<file path="src/rtl/t02_mem_arbiter.sv">
// t02_mem_arbiter: shares one single-port RAM between the instruction-fetch
// port and the data (load/store) port. Data wins by default. Defining
// T02_STARVE_GUARD_EN adds a counter that forces an instruction grant after
// STARVE_LIMIT consecutive data grants made while a fetch was waiting.
// Sequence per access: IDLE (grant) -> ISSUE -> WAIT (until !ram_busy) -> DONE.
module t02_mem_arbiter #(
    parameter int STARVE_LIMIT = 4
) (
    input  logic        CLK,
    input  logic        nRST,
    input  logic        imem_req,
    input  logic [31:0] imem_addr,
    output logic        i_ready,
    output logic [31:0] imem_rdata,
    input  logic        d_ren,
    input  logic        d_wen,
    input  logic [31:0] d_addr,
    input  logic [31:0] d_wdata,
    output logic        d_ready,
    output logic [31:0] d_rdata,
    output logic        ram_ren,
    output logic        ram_wen,
    output logic [31:0] ram_addr,
    output logic [31:0] ram_wdata,
    input  logic [31:0] ram_rdata,
    input  logic        ram_busy,
    output logic        arb_busy
);

    typedef enum logic [1:0] {
        ST_IDLE  = 2'd0,
        ST_ISSUE = 2'd1,
        ST_WAIT  = 2'd2,
        ST_DONE  = 2'd3
    } state_t;

    state_t      state_q, state_d;
    logic        is_write_q, is_write_d;   // latched op: 1 = store
    logic        owner_data_q, owner_data_d; // latched owner: 1 = data port
    logic [31:0] addr_q, addr_d;
    logic [31:0] wdata_q, wdata_d;
    logic [31:0] imem_rdata_q, imem_rdata_d;
    logic [31:0] d_rdata_q, d_rdata_d;

    logic        data_req;
    logic        force_instr;
    logic        grant_instr;
    logic        grant_data;

    assign data_req = d_ren | d_wen;

`ifdef T02_STARVE_GUARD_EN
    localparam int CNT_W = $clog2(STARVE_LIMIT + 1);

    logic [CNT_W-1:0] starve_cnt_q, starve_cnt_d;

    assign force_instr = imem_req && (starve_cnt_q == CNT_W'(STARVE_LIMIT));

    // Starvation counter: counts data grants that overtook a waiting fetch
    always_comb begin
        starve_cnt_d = starve_cnt_q;
        if (state_q == ST_IDLE) begin
            if (grant_instr || !imem_req) begin
                starve_cnt_d = '0;
            end else if (grant_data && (starve_cnt_q != CNT_W'(STARVE_LIMIT))) begin
                starve_cnt_d = starve_cnt_q + 1'b1;
            end
        end
    end

    // Starvation counter register
    always_ff @(posedge CLK or negedge nRST) begin
        if (!nRST) begin
            starve_cnt_q <= '0;
        end else begin
            starve_cnt_q <= starve_cnt_d;
        end
    end
`else
    assign force_instr = 1'b0;
`endif

    // Grant selection is only meaningful in IDLE; data wins unless forced
    assign grant_instr = (state_q == ST_IDLE) && imem_req && (force_instr || !data_req);
    assign grant_data  = (state_q == ST_IDLE) && data_req && !force_instr;

    // Next-state and latch updates; latched values are frozen after grant
    always_comb begin
        state_d      = state_q;
        is_write_d   = is_write_q;
        owner_data_d = owner_data_q;
        addr_d       = addr_q;
        wdata_d      = wdata_q;
        imem_rdata_d = imem_rdata_q;
        d_rdata_d    = d_rdata_q;
        case (state_q)
            ST_IDLE: begin
                if (grant_data) begin
                    // both enables high is treated as a store
                    is_write_d   = d_wen;
                    owner_data_d = 1'b1;
                    addr_d       = d_addr;
                    wdata_d      = d_wdata;
                    state_d      = ST_ISSUE;
                end else if (grant_instr) begin
                    is_write_d   = 1'b0;
                    owner_data_d = 1'b0;
                    addr_d       = imem_addr;
                    state_d      = ST_ISSUE;
                end
            end
            ST_ISSUE: begin
                // ram_busy cannot rise yet, so it is not looked at here
                state_d = ST_WAIT;
            end
            ST_WAIT: begin
                if (!ram_busy) begin
                    if (!is_write_q) begin
                        if (owner_data_q) begin
                            d_rdata_d = ram_rdata;
                        end else begin
                            imem_rdata_d = ram_rdata;
                        end
                    end
                    state_d = ST_DONE;
                end
            end
            ST_DONE: begin
                state_d = ST_IDLE;
            end
            default: begin
                state_d = ST_IDLE;
            end
        endcase
    end

    // State and latch registers
    always_ff @(posedge CLK or negedge nRST) begin
        if (!nRST) begin
            state_q      <= ST_IDLE;
            is_write_q   <= 1'b0;
            owner_data_q <= 1'b0;
            addr_q       <= '0;
            wdata_q      <= '0;
            imem_rdata_q <= '0;
            d_rdata_q    <= '0;
        end else begin
            state_q      <= state_d;
            is_write_q   <= is_write_d;
            owner_data_q <= owner_data_d;
            addr_q       <= addr_d;
            wdata_q      <= wdata_d;
            imem_rdata_q <= imem_rdata_d;
            d_rdata_q    <= d_rdata_d;
        end
    end

    // Outputs decode straight from state, so an async reset drops them at once
    assign ram_ren    = ((state_q == ST_ISSUE) || (state_q == ST_WAIT)) && !is_write_q;
    assign ram_wen    = ((state_q == ST_ISSUE) || (state_q == ST_WAIT)) && is_write_q;
    assign ram_addr   = addr_q;
    assign ram_wdata  = wdata_q;
    assign i_ready    = (state_q == ST_DONE) && !owner_data_q;
    assign d_ready    = (state_q == ST_DONE) && owner_data_q;
    assign imem_rdata = imem_rdata_q;
    assign d_rdata    = d_rdata_q;
    assign arb_busy   = (state_q != ST_IDLE);

endmodule
</file>
<file path="config.mk">
export PLATFORM = sky130hd
export DESIGN_NAME = t02_mem_arbiter
export DESIGN_NICKNAME = d
export VERILOG_FILES = /design/src/rtl/t02_mem_arbiter.sv
export SDC_FILE = /design/constraint.sdc
export NUM_CORES = 1
export LEC_CHECK = 0
export CORE_ASPECT_RATIO = 1.25
export CORE_MARGIN = 10
export CORE_UTILIZATION = 37
export DETAILED_ROUTE_END_ITERATION = 12
export PLACE_DENSITY = 0.77
export SETUP_SLACK_MARGIN = 0.3
export SLEW_MARGIN = 40
export SYNTH_ARGS = -nofsm -noshare
export SYNTH_HDL_FRONTEND = slang
export SYNTH_SLANG_ARGS = --single-unit
export TNS_END_PERCENT = 100
</file>
<file path="constraint.sdc">
create_clock -name CLK -period 1.95 [get_ports CLK]
set_input_delay 0.585 -clock CLK [delete_from_list [all_inputs] [get_ports CLK]]
set_output_delay 0.585 -clock CLK [all_outputs]
set_load 0.005 [all_outputs]
</file>
Word level (Yosys, flattened, before mapping)
Cells that the tools add are included.
{"block": "classes", "eq_ne": 5, "muxes": 9, "bitwise": 4, "n_reduce_logical": 19}
{"op": "two-way mux 32 bit", "count": 2}
{"op": "case mux 2 bit (4 select lines)", "count": 1}
{"op": "AND reduction 4 bit", "count": 2}
{"op": "logical AND 1 bit", "count": 7}
{"op": "two-way mux 2 bit", "count": 3}
{"op": "AND reduction 2 bit", "count": 3}
{"op": "equality test 2 bit (second input constant)", "count": 2}
{"op": "nonzero test 2 bit", "count": 2}
{"op": "logical NOT 1 bit", "count": 3}
{"op": "two-way mux 1 bit", "count": 3}
{"op": "inequality test 3 bit (second input constant)", "count": 1}
{"op": "NOT 1 bit", "count": 3}
{"op": "equality test 2 x 1 -> 1 bit (second input constant)", "count": 1}
{"op": "logical NOT 2 bit", "count": 1}
{"op": "inequality test 2 bit (second input constant)", "count": 1}
{"op": "logical OR 1 bit", "count": 1}
{"op": "bitwise OR 1 bit", "count": 1}
{"block": "totals", "register_bits": 132, "elab_cells": 44}

Logic depth before layout (Yosys ltp)
{"block": "depth", "ltp_word": 6, "mapped_depth": 6, "depth_no_buf": 5}

Worst setup path before layout
OpenSTA, ideal clock, no wires.
{"block": "synth_timing", "path_type": "input port to flip-flop", "from": "input port d_wen", "to": "register addr_q[10], in the netlist ram_addr[10]", "setup_time_ns": 0.125, "t_arrival_ns": 1.728, "required_time_ns": 1.825, "slack_ns": 0.097, "path_stages": 4, "path_buffers": 1, "cell_sequence": "or3b_4 a21boi_4 buf_6 mux2_2"}
{"block": "synth_via", "elab_chain_len": 5, "elab_cells_between_ends": 7, "classes_between": "mux (1); bitwise (1); reduce/logical (5)"}
{"item": "start: declaration", "line": "16", "source": "input logic d_wen,"}
{"item": "bitwise OR 1 bit (*)", "line": "50", "source": "assign data_req = d_ren | d_wen;"}
{"item": "logical NOT 1 bit", "line": "84", "source": "assign grant_instr = (state_q == ST_IDLE) && imem_req && (force_instr || !data_req);"}
{"item": "logical AND 1 bit", "line": "84"}
{"item": "nonzero test 2 bit (no line)"}
{"item": "AND reduction 2 bit (no line)"}
{"item": "end signal: assignment", "line": "151", "source": "addr_q <= addr_d;"}
{"item": "end: declaration", "line": "40", "source": "logic [31:0] addr_q, addr_d;"}
Every way passes the cells marked *; elsewhere a longest branch is shown, timed or not.
A chain may end at the register's enable or synchronous reset.

Final worst setup path
{"block": "layout_timing", "from": "register state_q[1]", "to": "output port i_ready"}
{"block": "layout_via", "elab_chain_len": 2}
{"item": "start: declaration", "line": "37", "source": "state_t state_q, state_d;"}
{"item": "start signal: assignment", "line": "148", "source": "state_q <= state_d;"}
{"item": "equality test 2 bit", "line": "163", "source": "assign i_ready = (state_q == ST_DONE) && !owner_data_q;"}
{"item": "logical AND 1 bit", "line": "163"}
{"item": "end: declaration", "line": "13", "source": "output logic i_ready,"}
Every way passes these cells.

==> flow_metrics.env <==
export IMPL_core_area_mm2=0.0144
export IMPL_power_switching_mw=4.88
export IMPL_internal_power_mw=11.7
export IMPL_tns_ns=-0.0519
export IMPL_max_freq_mhz=507
export IMPL_violations="setup timing"
export IMPL_gp_congestion=0.725
export IMPL_rsz0062_at_grt="yes"
export IMPL_arrival_ns=1.39
export IMPL_die_h_um=156
export IMPL_ir_drop_v=0.000866
export IMPL_ys_seq_area_share_pct=60.7
export IMPL_syn_nets=476
export IMPL_synthArstFlopShare_pct=100
export IMPL_grt_overflow_total=0
export IMPL_synth_avg_cell_area_um2=16.1
export IMPL_crit_path_cell_trace="buf_4 > ha_2 > nor2b_1 > buf_2"
export IMPL_period_minus_slack_ns=1.97
export IMPL_slew_violations=0
export IMPL_avgViaCountPerCell=4.93
export IMPL_finalCoreUtilization_pct=74.1
export IMPL_ant_nets=0
export IMPL_io_pins=267
export IMPL_slew_headroom_pct=66.6
export IMPL_critPathMaxFanout=2
export IMPL_die_width_um=128
export IMPL_track_usage_pct=19.9
export IMPL_combPwrFrac_pct=50.8
export IMPL_path_clk_slew_ns=0.06
export IMPL_antenna_found_initial=1
export IMPL_power_density_mw_per_mm2=1560
export IMPL_ys_seq_elements=132
export IMPL_io_buffers=266
export IMPL_post_route_period_util_pct=101
export IMPL_total_power_mw=16.6
export IMPL_cts_buffers=17
export IMPL_grt_pass1_wl_um=30500
export IMPL_ctsHoldBuffers=0
export IMPL_num_nets_final=835
export IMPL_start_kind="flip-flop"
export IMPL_clock_sinks=132
export IMPL_p_sw_share_pct=29.3
export IMPL_p_leak_nw=4.90
export IMPL_drc=0
export IMPL_cts_tree="built"
export IMPL_dp_hpwl_um=13200
export IMPL_rr_startpoint="state_q[0]"
export IMPL_fillCellCount=868
export IMPL_maxCapViolations=0
export IMPL_reg2reg_to="imem_rdata[12]"
export IMPL_drt_wl_total_um=21400
export IMPL_start_util_pct=37.8
export IMPL_worst_clock_skew_ns=0.0108
export IMPL_synthCells=338
export IMPL_status="finished with violations"
export IMPL_rows=49
export IMPL_clockRootBuffer="clkbuf_16"
export IMPL_seq_area_mm2=0.00330
export IMPL_hold_ws_ns=0.138
export IMPL_clkPwrFrac_pct=19.9
export IMPL_final_common_cell="mux2_4"
export IMPL_multiInputGateArea_mm2=0.00266
export IMPL_vias=4383
export IMPL_required_ns=1.36
export IMPL_reg2reg_depth=9
export IMPL_grt_max_degree=40
export IMPL_clk_latency_ns=0.41
export IMPL_criticalPathCategory="flip-flop to output port"
export IMPL_syn_cell_area_mm2=0.00544
export IMPL_worstSetupEndpointType="output port"
export IMPL_seqPwrFrac_pct=29.3
export IMPL_wl_per_cell_um=24.1
export IMPL_critPathSlowestCell="dfrtp_1"
export IMPL_tightest_slew_ns=0.502
export IMPL_layout_drive_gt1_share_pct=45.2
export IMPL_synth_edf_count=0
export IMPL_setup_ws_ns=-0.0214
export IMPL_ys_types=25
export IMPL_hold_violations=0
export IMPL_synth_ff_type="dfrtp_1"
export IMPL_max_stage_delay_ns=0.40
export IMPL_crit_family="flip-flops"
export IMPL_die_area_mm2=0.0200
export IMPL_most_common_layout_cells="mux2_4 (139), dfrtp_1 (132), clkdlybuf4s50_1 (128), clkdlybuf4s15_1 (114), buf_4 (40)"
export IMPL_cts_buffer_depth=2
export IMPL_rrSetupSlack_ns=0.01
export IMPL_path_buf_inv=2
export IMPL_drt_iter0_markers=135
export IMPL_dr_pass1_iters=4
export IMPL_setup_viol_count_final=3
export IMPL_area_delta_synth_final_pct=96.2
export IMPL_htree_num_levels=4
export IMPL_first_global_vias=5094
export IMPL_ys_warn_count=0
export IMPL_hold_class="input port to async pin"
## power groups by stage
stage                     logic, mW  registers, mW  clock network, mW
after floorplan                2.31           4.86                  0
after global placement         6.18           4.72                  0
after detailed placement       6.35           4.82                  0
after CTS                      7.68           4.80               3.36
after global routing           8.91           5.02               3.47
final                          8.44           4.87               3.31
## area by class of cell
cell class                      count  share of cell area [%]
Tap cell                          178                    2.09
Inverter                            4                   0.164
Antenna cell                        1                  0.0234
Timing Repair Buffer              356                    36.2
Clock buffer                       19                    4.06
Clock inverter                     13                    1.59
Sequential cell                   132                    31.0
Multi-Input combinational cell    186                    25.0
## worst reg2reg max path, delay by kind of cell, from the launching register on
kind	cells	cell delay (ns)
buffers and inverters	6	0.74
adders and majority gates	1	0.14
and+or+nand+nor	1	0.23
DFF	1	0.40
muxes	1	0.33
## metal layers
metal  GRT usage, %  vias to the layer above  part of all wire [%]
li1               -                     1927                     -
met1           19.9                     2229                    35
met2           35.9                      200                    54
met3           8.84                       27                   9.6
met4           6.39                        0                   1.9
met5              0                        -                     0
## flip-flops by register name, indices dropped and copies added (netlist names)
name,cells
ram_addr,32
is_write_q,1
ram_wdata,32
imem_rdata,32
d_rdata,32
owner_data_q,1
state_q,2
## cells in the mapped netlist, types with 2 or more instances
cell type,number,area share [%]
nor2_1,2,0.14
inv_1,4,0.28
ha_1,4,0.92
buf_6,3,0.62
dfrtp_1,132,61
and2_1,2,0.23
mux2_2,159,33
o21ai_0,2,0.18
nand2_1,2,0.14
buf_4,3,0.41
nor2b_1,2,0.23
mux2_1,2,0.41
buf_2,9,0.83
## worst max-delay path by stage
| stage | from | to | depth (start not counted) |
|---|---|---|---|
| floorplan | d_wen | ram_addr[10] | 4 |
| global placement | imem_req | ram_addr[22] | 5 |
| detailed placement | imem_req | ram_addr[22] | 5 |
| CTS | state_q[1] | i_ready | 4 |
| global route | state_q[0] | ram_ren | 4 |
| finish | state_q[1] | i_ready | 4 |
## through the flow
step                instances  worst slack (ns)  area (um^2)
floorplan                 338             0.116         5490
global placement          787            -0.410         8510
detailed placement        787            -0.486         8510
CTS                       873           -0.0248        10300
global route              889           -0.0650        10700
finish                    889           -0.0214        10700
## timing repair
action                                  CTS  global route
hold endpoints to repair                  0             0
pin swaps                                 4             1
cloned                                   15             3
gates resized for setup                 399           101
setup buffers                            39            12
endpoints found under the setup margin  264           162
## logic make-up after synthesis
logic type	synth area share [%]
flip-flops	60.7
AO/OA/AOI/OAI	1.31
adder cells (fa/ha/maj)	0.920
AND/OR/NAND/NOR	1.50
buffers and inverters	2.21
multiplexers	33.3
Note: power is estimated with default switching activity, not from simulation.
